--- config.mk ---
export PLATFORM = sky130hd
export DESIGN_NAME = vga_write_arbiter
export DESIGN_NICKNAME = d
export VERILOG_FILES = /design/src/rtl/vga_write_arbiter.sv
export SDC_FILE = /design/constraint.sdc
export NUM_CORES = 1
export LEC_CHECK = 0
export CAP_MARGIN = 20
export CORE_ASPECT_RATIO = 1.5
export CORE_UTILIZATION = 30
export DETAILED_ROUTE_END_ITERATION = 8
export DONT_BUFFER_PORTS = 1
export PLACE_DENSITY = 0.49
export SLEW_MARGIN = 5
export SYNTH_ARGS = -nofsm -noshare
export SYNTH_HDL_FRONTEND = slang
export SYNTH_SLANG_ARGS = --single-unit
--- constraint.sdc ---
create_clock -name clock -period 3.31 [get_ports clock]
set_clock_uncertainty 0.15 [all_clocks]
set_input_delay 0.4965 -clock clock [delete_from_list [all_inputs] [get_ports clock]]
set_output_delay 0.4965 -clock clock [all_outputs]
set_load 0.1 [all_outputs]
--- src/rtl/vga_write_arbiter.sv ---
// vga_write_arbiter
// Shares one framebuffer write port between four drawing engines
// (start screen, clear, maze/special, box draw/erase). One engine owns the
// port for a whole burst. A watchdog frees the port from an owner that has
// stopped plotting. Plots from engines that do not own the port are
// counted and discarded.

module vga_write_arbiter #(
   parameter int X_W     = 8,
   parameter int Y_W     = 7,
   parameter int C_W     = 3,
   parameter int TIMEOUT = 1023
) (
   input  logic               clock,
   input  logic               resetn,
   input  logic [3:0]         req,
   input  logic [3:0]         release_in,
   input  logic [3:0]         plot,
   input  logic [4*X_W-1:0]   x_in,
   input  logic [4*Y_W-1:0]   y_in,
   input  logic [4*C_W-1:0]   colour_in,
   output logic [3:0]         grant,
   output logic               busy,
   output logic [X_W-1:0]     vga_x,
   output logic [Y_W-1:0]     vga_y,
   output logic [C_W-1:0]     vga_colour,
   output logic               vga_writeEn,
   output logic [7:0]         drop_count,
   output logic               timeout_err
);

   localparam logic [1:0] IDLE = 2'd0;
   localparam logic [1:0] OWN  = 2'd1;
   localparam logic [1:0] GAP  = 2'd2;

   // The watchdog holds the number of idle cycles already seen, so the
   // current idle cycle is the TIMEOUT-th one when it equals TIMEOUT-1.
   localparam logic [15:0] WD_LAST = 16'(TIMEOUT - 1);

   logic [1:0]     state;
   logic [1:0]     lastOwner;
   logic [1:0]     winner;
   logic [1:0]     candidate;
   logic           winnerFound;
   logic           acceptPlot;
   logic           watchdogExpire;
   logic           releaseNow;
   logic [15:0]    watchdog;
   logic [X_W-1:0] selX;
   logic [Y_W-1:0] selY;
   logic [C_W-1:0] selC;
   logic [3:0]     rejected;
   logic [2:0]     rejectCount;
   logic [8:0]     dropSum;

   // Round-robin search: scan the engines starting just after the last
   // owner, wrapping round so the last owner itself is considered last.
   always_comb begin
      winnerFound = 1'b0;
      winner      = lastOwner;
      candidate   = lastOwner;
      for (int k = 1; k <= 4; k++) begin
         candidate = lastOwner + 2'(k);
         if (!winnerFound && req[candidate]) begin
            winnerFound = 1'b1;
            winner      = candidate;
         end
      end
   end

   // Owner bookkeeping: a plot is accepted only from the granted engine,
   // and the burst ends on release, dropped request or watchdog expiry.
   always_comb begin
      acceptPlot     = |(grant & plot);
      watchdogExpire = (state == OWN) && !acceptPlot && (watchdog >= WD_LAST);
      releaseNow     = (state == OWN) &&
                       (release_in[lastOwner] || !req[lastOwner] || watchdogExpire);
   end

   // Select the current owner's pixel fields from the packed input buses.
   always_comb begin
      selX = '0;
      selY = '0;
      selC = '0;
      for (int i = 0; i < 4; i++) begin
         if (lastOwner == 2'(i)) begin
            selX = x_in[i*X_W +: X_W];
            selY = y_in[i*Y_W +: Y_W];
            selC = colour_in[i*C_W +: C_W];
         end
      end
   end

   // Count plots from engines without a grant and form the saturating sum.
   always_comb begin
      rejected    = plot & ~grant;
      rejectCount = 3'd0;
      for (int i = 0; i < 4; i++) begin
         rejectCount = rejectCount + 3'(rejected[i]);
      end
      dropSum = {1'b0, drop_count} + {6'd0, rejectCount};
   end

   // Arbitration FSM. lastOwner doubles as the current owner while in OWN,
   // and GAP forces at least one grant-free cycle between bursts.
   always_ff @(posedge clock or negedge resetn) begin
      if (!resetn) begin
         state     <= IDLE;
         grant     <= 4'b0000;
         lastOwner <= 2'd3;
      end else begin
         case (state)
            IDLE: begin
               if (winnerFound) begin
                  state     <= OWN;
                  grant     <= 4'b0001 << winner;
                  lastOwner <= winner;
               end
            end
            OWN: begin
               if (releaseNow) begin
                  state <= GAP;
                  grant <= 4'b0000;
               end
            end
            GAP: begin
               state <= IDLE;
            end
            default: begin
               state <= IDLE;
               grant <= 4'b0000;
            end
         endcase
      end
   end

   // Watchdog counts consecutive OWN cycles without an accepted plot; it
   // rests at zero outside OWN so every new burst starts from a clean count.
   always_ff @(posedge clock or negedge resetn) begin
      if (!resetn) begin
         watchdog <= 16'd0;
      end else if ((state == OWN) && !acceptPlot) begin
         watchdog <= watchdog + 16'd1;
      end else begin
         watchdog <= 16'd0;
      end
   end

   // Registered pixel output: one cycle latency, coordinates held between
   // writes so the framebuffer port sees stable values.
   always_ff @(posedge clock or negedge resetn) begin
      if (!resetn) begin
         vga_writeEn <= 1'b0;
         vga_x       <= '0;
         vga_y       <= '0;
         vga_colour  <= '0;
      end else begin
         vga_writeEn <= acceptPlot;
         if (acceptPlot) begin
            vga_x      <= selX;
            vga_y      <= selY;
            vga_colour <= selC;
         end
      end
   end

   // Saturating tally of rejected plots, useful for spotting engines that
   // draw without first winning the port.
   always_ff @(posedge clock or negedge resetn) begin
      if (!resetn) begin
         drop_count <= 8'd0;
      end else if (dropSum[8]) begin
         drop_count <= 8'hFF;
      end else begin
         drop_count <= dropSum[7:0];
      end
   end

   // Sticky watchdog flag; only a reset clears it.
   always_ff @(posedge clock or negedge resetn) begin
      if (!resetn) begin
         timeout_err <= 1'b0;
      end else if (watchdogExpire) begin
         timeout_err <= 1'b1;
      end
   end

   assign busy = |grant;

endmodule

**Yosys cells after proc, flatten, opt, wreduce, memory -nomap -nowiden**

Cells that the tools add are included.

- Register bits: 52
- Output and inout port bits: 33
- Word-level logic and storage cells: 93

- Add/sub/neg operators: 8
- Magnitude comparators: 5
- Equality and inequality tests: 7
- Shifts and indexed selects: 1
- Multiplexer cells: 38
- Bitwise operators: 4
- Reductions and logical operators: 20

Operators with widths:

| kind | count |
|---|---|
| 8-bit two-way mux | 5 |
| 7-bit two-way mux | 4 |
| 16-bit by 1-bit adder with 16-bit output (second input constant) | 1 |
| 16-bit by 10-bit greater-or-equal comparator with 1-bit output (second input constant) | 1 |
| 16-bit two-way mux | 1 |
| 2-bit by 3-bit less-than comparator with 1-bit output (second input constant) | 4 |
| 2-bit two-way mux | 6 |
| 3-bit two-way mux | 4 |
| 4-bit case mux with 3 select lines | 1 |
| 1-bit binary-select mux with 2-bit select | 5 |
| 8-bit by 3-bit adder with 9-bit output | 1 |
| 1-bit two-way mux | 9 |
| 4-bit bitwise AND | 2 |
| 4-bit two-way mux | 2 |
| 4-bit OR reduction | 2 |
| 2-bit equality test (second input constant) | 3 |
| 1-bit logical AND | 6 |
| 1-bit logical NOT | 5 |
| 2-bit adder (second input constant) | 2 |
| 2-bit by 1-bit equality test with 1-bit output (second input constant) | 2 |
| 2-bit logical NOT | 2 |
| 2-bit inequality test (second input constant) | 2 |
| 4-bit NOT | 1 |
| 2-bit case mux with 2 select lines | 1 |
| 9 further kinds | 11 |

**Logic depth before layout (Yosys ltp)**

Gate-level depths: netlist of the first run.

- Word-level depth: 16
- Depth in mapped cells: 10
- Gate-level depth less buffers: 10

**Worst setup path before layout of the first run**

OpenSTA, ideal clock, no wires.

- Kind: flip-flop to flip-flop
- Start: reg grant[0]
- End: reg drop_count[1]
- Arrival: 2.976 ns
- Data required time: 3.084 ns
- Slack: 0.108 ns
- Stages on the path, launching flop included: 11
- Buffers on the path: 0
- Clock period less this slack: 3.202 ns
- Cells stage by stage: dfrtp_1 > inv_1 > nand2_1 > fa_1 > fa_1 > inv_1 > fa_1 > nand2_1 > nor2_1 > nand3_1 > nand2b_1

- Cells in the longest elaborated chain, start to end: 7

Ends and longest elaborated chain:

| item | RTL line | RTL |
|---|---|---|
| start: declaration | 22 | `output logic [3:0] grant,` |
| start signal: assignment | 116 | `grant <= 4'b0001 << winner;` |
| 4-bit NOT | 96 | `rejected = plot & ~grant;` |
| 4-bit bitwise AND | 96 |  |
| 1-bit by 1-bit adder with 2-bit output | 99 | `rejectCount = rejectCount + 3'(rejected[i]);` |
| 2-bit by 1-bit adder with 3-bit output | 99 |  |
| 3-bit by 1-bit adder with 3-bit output | 99 |  |
| 8-bit by 3-bit adder with 9-bit output | 101 | `dropSum = {1'b0, drop_count} + {6'd0, rejectCount};` |
| 8-bit two-way mux | 172 | `end else if (dropSum[8]) begin` |
| end signal: assignment | 175 | `drop_count <= dropSum[7:0];` |
| end: declaration | 28 | `output logic [7:0] drop_count,` |

No other way between the ends.
A chain may end at the register's enable or synchronous reset.

**Final worst setup path of the first run**

- Start: reg lastOwner[0]
- End: reg grant[2]

- Cells in the longest elaborated chain, start to end: 16
- Elaborated cells between the ends (all ways): 37

Ends and longest elaborated chain:

| item | RTL line | RTL |
|---|---|---|
| start: declaration | 41 | `logic [1:0] lastOwner;` |
| start signal: assignment | 117 | `lastOwner <= winner;` |
| 2-bit by 1-bit adder with 2-bit output | 63 | `candidate = lastOwner + 2'(k);` |
| 1-bit binary-select mux with 2-bit select | 64 | `if (!winnerFound && req[candidate]) begin` |
| 1-bit two-way mux (not written as such) | 64 |  |
| 1-bit two-way mux | 64 |  |
| 1-bit logical NOT | 64 |  |
| 1-bit logical AND | 64 |  |
| 1-bit two-way mux | 64 |  |
| 1-bit logical NOT | 64 |  |
| 1-bit logical AND | 64 |  |
| 1-bit two-way mux | 64 |  |
| 1-bit logical NOT | 64 |  |
| 1-bit logical AND | 64 |  |
| 2-bit two-way mux | 64 |  |
| 1-bit by 2-bit left shift with 4-bit output | 116 |  |
| 4-bit two-way mux | 114 | `if (winnerFound) begin` |
| 4-bit case mux with 3 select lines | 112 | `case (state)` |

Several ways; a longest one is shown, not always the timed one. The select of a mux whose other input is x is not followed.

==> results_dict.tcl, run 1 <==
set metrics [dict create \
    wl_per_cell_um 16.5 \
    fin_ws_ns 0.560 \
    cp_data_arrival_time_ns 2.75 \
    vias_per_cell 5.16 \
    std_cell_rows 45 \
    area_delta_synth_final_pct 13.4 \
    mostFrequentLayoutCells "nand2_1, dfrtp_1, a21oi_1" \
    cts_tree "built" \
    rrSetupSlack_ns 0.56 \
    startpoint_type "flop" \
    route.vias.total 2580 \
    ctsResizeCount 0 \
    setup_tns_ns 0 \
    io_pins 119 \
    finalHoldViolCount 0 \
    fp.dieArea_um2 11100 \
    crit_path_end_kind "flop" \
    grt_pass1_vias 2552 \
    cp_top_family "simple AND/OR/NAND/NOR gates" \
    drtIter0Drc 120 \
    met1_usage_pct 16.4 \
    grtUsageTotal_pct 15.2 \
    final_nets 454 \
    postCtsSetupBuffers 0 \
    yosysSeqAreaShare_pct 40.9 \
    antenna_left 0 \
    gp_routability_congestion 0.811 \
    grt_antenna_before_repair 0 \
    required_ns 3.31 \
    drive_gt1_share_pct 8.91 \
    drt-total-wl_um 8260 \
    setup_viol 0 \
    io_buffer_count 0 \
    post-route-drc-count 0 \
    rsz0062_at_grt "no" \
    status "completed" \
    grt_use_met2_pct 28.7 \
    grt_busiest_layer "met2" \
    grt_max_degree 53 \
    path_cells "inv_1 -> ha_1 -> mux4_1 -> nor4_1 -> or3_1 -> o32ai_1" \
    htree_num_levels 2 \
    cpPeakStageDelay_ns 0.64 \
    min_period_over_period_pct 83.1 \
    crit_fanout 9 \
    placed_cells 490 \
    stdcell_area_um2 3620 \
    netlist_area_um2 3190 \
    synthFlopType "dfrtp_1" \
    fp.dieH_um 128 \
    synthDistinctLibCells 46 \
    instances_no_fill 500 \
    hp-class "input pin to flop" \
    cts-root-buf "clkbuf_16" \
    yosys_register_bits 52 \
    ff2ff_path_depth 6 \
    placed_cell_area_um2 3420 \
    synth.avg_cell_area_um2 9.09 \
    path_class "flop to flop" \
    tightest_slew_ns 0.984 \
    diodes 0 \
    max_freq_ghz 0.364 \
    met3_usage_pct 3.86 \
    grt_pass1_wl_um 12800 \
    clk-insertion-delay-late_ns 0.29 \
    drv_cap 0 \
    dieWidth_um 86.2 \
    synth-edff-count 0 \
    timing.rr.end "grant[2]$_DFFE_PN0P_" \
    worstSetupEndpoint "grant[2]$_DFFE_PN0P_" \
    yosysWarningCount 0 \
    slew_viol_final 0 \
    cts.clk_slew.worst_paths_ns 0.07 \
    cp-startpoint "lastOwner[0]$_DFFE_PN1P_" \
    fin_crit_ns 2.75 \
    critPathBufInv 1 \
    r2r_start "lastOwner[0]$_DFFE_PN1P_" \
    hpwlAfterDp_um 6210 \
    cts_sinks 52 \
    dr.pass1.iters 6 \
    netlist_instances 351 \
    numCtsBuffers 5 \
    cpMaxStageDelayCell "dfstp_2" \
    clockBufferDepth 2 \
    initial_core_util_pct 31.1 \
    grt_overflow 0 \
    relSlewSlack_pct 34.4 \
    pre_cts_ws_ns 0.564 \
    async_flop_share_pct 100 \
    cp.depth 6 \
    syn_nets 447 \
    cts_hold_buf 2 \
    core_area_um2 10200 \
]
## worst min path at each step
| stage | end | depth (start not counted) | slack [ns] | startpoint |
|---|---|---|---|---|
| global placement | timeout_err$_DFFE_PN0P_ | 0 | 0.05 | resetn |
| CTS | vga_y[6]$_DFFE_PN0P_ | 2 | 0.27 | y_in[27] |
| floorplan | drop_count[0]$_DFF_PN0_ | 0 | 0.05 | resetn |
| detailed placement | timeout_err$_DFFE_PN0P_ | 0 | 0.05 | resetn |
| finish | vga_colour[2]$_DFFE_PN0P_ | 2 | 0.27 | colour_in[11] |
| global route | vga_x[7]$_DFFE_PN0P_ | 2 | 0.26 | x_in[31] |
## cells by family (layout without fill, tap and decap cells)
family,count (synthesis),after routing,share of synthesized area [%]
fa+ha+maj,10,10,4.63
compound gates,93,93,19.1
xor+xnor,18,18,4.94
simple gates,138,138,21.3
mux,8,8,4.98
flops,52,52,40.9
buf+inv,32,40,4.08
## Yosys cell counts (2+ instances only)
master	instances	area, um^2
o21ai_0	5	25.0
a211oi_1	2	15.0
mux2i_1	2	20.0
ha_1	7	87.6
inv_1	12	45.0
nand3b_1	16	120
nand4_1	5	31.3
nor4_1	2	12.5
nor3_1	5	25.0
dfstp_2	2	52.6
o32ai_1	5	43.8
nand2b_1	4	25.0
and4_1	2	17.5
nand3_1	10	50.1
fa_1	3	60.1
a221oi_1	3	26.3
or3_1	3	18.8
nor2_1	27	101
dfrtp_1	50	1250
xor2_1	11	96.3
mux4_1	4	105
a21oi_1	39	195
buf_2	2	10.0
clkbuf_1	16	60.1
xnor2_1	7	61.3
nand2_1	50	188
nor2b_1	9	56.3
o211ai_1	15	113
o21a_1	16	120
## worst register-to-register path: cells and delay by family, from the launching register on
kind | cells | cell delay [ns]
mux | 1 | 0.43
simple gates | 2 | 0.75
buf+inv | 1 | 0.13
fa+ha+maj | 1 | 0.37
flops | 1 | 0.64
compound gates | 1 | 0.14
## routing by layer
layer	part of all wire, %	up-vias
met4	1.2	0
met1	39	1223
met2	52	87
li1	-	1265
met3	7.0	5
met5	0	-
## flip-flops by register name, summed over array words and instances, names as in the netlist
register	cells
state	2
grant	4
drop_count	8
vga_y	7
vga_writeEn	1
watchdog	16
vga_x	8
timeout_err	1
lastOwner	2
vga_colour	3
## cell type report
| cell class | instances | area (um^2) |
|---|---|---|
| Clock buffer | 6 | 129 |
| Clock inverter | 2 | 35.0 |
| Fill cell | 1085 | 6630 |
| Inverter | 12 | 45.0 |
| Multi-Input combinational cell | 267 | 1760 |
| Sequential cell | 52 | 1300 |
| Tap cell | 141 | 176 |
| Timing Repair Buffer | 20 | 173 |
## metrics by stage
| stage | hold WS [ns] | utilization (%) |
|---|---|---|
| CTS | 0.266 | 35.3 |
| floorplan | 0.0509 | - |
| detailed placement | 0.0522 | 33.3 |
| finish | 0.271 | 35.3 |
| global route | 0.265 | 35.3 |
| global placement | 0.0521 | 33.3 |
Power of run 1 is not shown: default switching activity piles up to over one toggle a cycle in this logic, so the estimate is an artifact.
==> run 2: changes to the inputs <==
==> constraint.sdc (replaced) <==
create_clock -name clock -period 2.8 [get_ports clock]
set_clock_uncertainty 0.15 [all_clocks]
set_input_delay 0.42 -clock clock [delete_from_list [all_inputs] [get_ports clock]]
set_output_delay 0.42 -clock clock [all_outputs]
set_load 0.1 [all_outputs]
==> results_dict.tcl, run 2 (synthesized netlist as in run 1, its figures left out) <==
set metrics [dict create \
    mostFrequentLayoutCells "nand2_1, dfrtp_1, a21oi_1" \
    clockBufferDepth 2 \
    tightest_slew_ns 1.00 \
    path_class "flop to flop" \
    status "completed" \
    cts-root-buf "clkbuf_16" \
    grt_overflow 0 \
    diodes 0 \
    pre_cts_ws_ns 0.110 \
    io_pins 119 \
    multi_input_area_um2 1780 \
    gp_routability_congestion 0.786 \
    route.vias.total 2621 \
    io_buffer_count 0 \
    grt_pass1_vias 2545 \
    fp.dieArea_um2 11100 \
    timing.rr.end "drop_count[1]$_DFF_PN0_" \
    cts_tree "built" \
    final_nets 456 \
    drt-total-wl_um 8450 \
    met3_usage_pct 3.86 \
    drive_gt1_share_pct 11.6 \
    dieWidth_um 86.2 \
    fillers 1059 \
    startpoint_type "flop" \
    grt_use_met2_pct 28.6 \
    cp_data_arrival_time_ns 2.73 \
    timing.hold.ws_ns 0.197 \
    hold_depth 2 \
    dr.pass1.iters 4 \
    rrSetupSlack_ns 0.15 \
    postCtsSetupBuffers 0 \
    min_period_over_period_pct 94.7 \
    regArea_um2 1320 \
    grt_antenna_before_repair 0 \
    crit_fanout 6 \
    hp-class "input pin to flop" \
    cts_sinks 52 \
    core_area_um2 10200 \
    fin_ws_ns 0.148 \
    top_regs "watchdog: 16 flops, drop_count: 8 flops, vga_x: 8 flops" \
    drv_cap 0 \
    required_ns 2.88 \
    slew_viol_final 0 \
    hold_start "colour_in[11]" \
    setup_viol 0 \
    initial_core_util_pct 31.1 \
    fin_crit_ns 2.65 \
    numCtsBuffers 5 \
    layout_commonest_cell "nand2_1" \
    crit_path_end_kind "flop" \
    drtIter0Drc 132 \
    post-route-drc-count 0 \
    wl_per_cell_um 16.8 \
    setup_tns_ns 0 \
    max_freq_ghz 0.377 \
    top_register "watchdog" \
    hold_end "vga_colour[2]$_DFFE_PN0P_" \
    rsz0062_at_grt "yes" \
    antenna_left 0 \
    hpwlAfterDp_um 6230 \
    placed_cells 492 \
    clk-insertion-delay-late_ns 0.30 \
    grt_max_degree 53 \
    finalHoldViolCount 0 \
    vias_per_cell 5.22 \
    cts.clk_slew.worst_paths_ns 0.07 \
    instances_no_fill 502 \
    relSlewSlack_pct 33.0 \
    std_cell_rows 45 \
    r2r_start "grant[0]$_DFFE_PN0P_" \
    area_delta_synth_final_pct 14.4 \
    met1_usage_pct 16.4 \
    fp.dieH_um 128 \
    ff2ff_path_depth 10 \
    grtUsageTotal_pct 15.5 \
    grt_busiest_layer "met2" \
    htree_num_levels 2 \
    grt_pass1_wl_um 13000 \
    largest_register_ffs 16 \
]
-- run 2: cell count changes in the layout (fill, tap and decap cells not counted), sizes merged --
cell,delta
buf,+2
bufinv,-1
clkbuf,-1
clkinv,+1
inv,+1
-- run 2: what timing repair did --
action                                 4_1_cts  5_1_grt
hold buffers                                 2        0
setup endpoints to repair                    0        7
endpoints found under the hold margin       52        0
gates resized for setup                      0        3
-- run 2: stage by stage --
step	util (%)	instance area (um^2)
after floorplan	-	3210
after global placement	33.7	3450
after detailed placement	33.7	3450
after CTS	35.5	3630
after global routing	35.6	3650
final	35.6	3650
-- run 2: layout make-up --
cell class	instances	share of cell area, %
inverters	12	1.23
flip-flops and latches	52	36.1
clock buffers	5	3.43
well taps	141	4.84
repair buffers	22	5.15
clock inverters	3	0.617
multi-input cells	267	48.7
-- run 2: worst max path at each step --
| stage | startpoint | to | slack (ns) | cells after the start |
|---|---|---|---|---|
| 2_1_floorplan | grant[0]$_DFFE_PN0P_ | drop_count[1]$_DFF_PN0_ | 0.03 | 10 |
| 3_3_place_gp | grant[0]$_DFFE_PN0P_ | drop_count[1]$_DFF_PN0_ | 0.19 | 10 |
| 3_5_place_dp | grant[0]$_DFFE_PN0P_ | drop_count[1]$_DFF_PN0_ | 0.11 | 10 |
| 4_1_cts | grant[0]$_DFFE_PN0P_ | drop_count[0]$_DFF_PN0_ | 0.1 | 10 |
| 5_1_grt | grant[0]$_DFFE_PN0P_ | drop_count[1]$_DFF_PN0_ | -0.01 | 10 |
| 6_report | grant[0]$_DFFE_PN0P_ | drop_count[1]$_DFF_PN0_ | 0.15 | 10 |
-- run 2: worst max-delay path, cell delays in order, from the launching register on --
cell and delay, ns:
dfrtp_4 0.47, inv_1 0.09, nand2_1 0.08, fa_1 0.48, fa_1 0.46, inv_1 0.10
fa_2 0.23, nand2_1 0.11, nor2_4 0.13, nand3_2 0.15, nand2b_1 0.14
-- run 2: routing by layer --
layer	up-vias	wire length [um]	share of wire [%]
met4	0	171	2.0
met5	-	0	0
met2	84	4410	52
li1	1268	-	-
met3	9	562	6.7
met1	1260	3300	39
Power of run 2 is left out for the same reason.
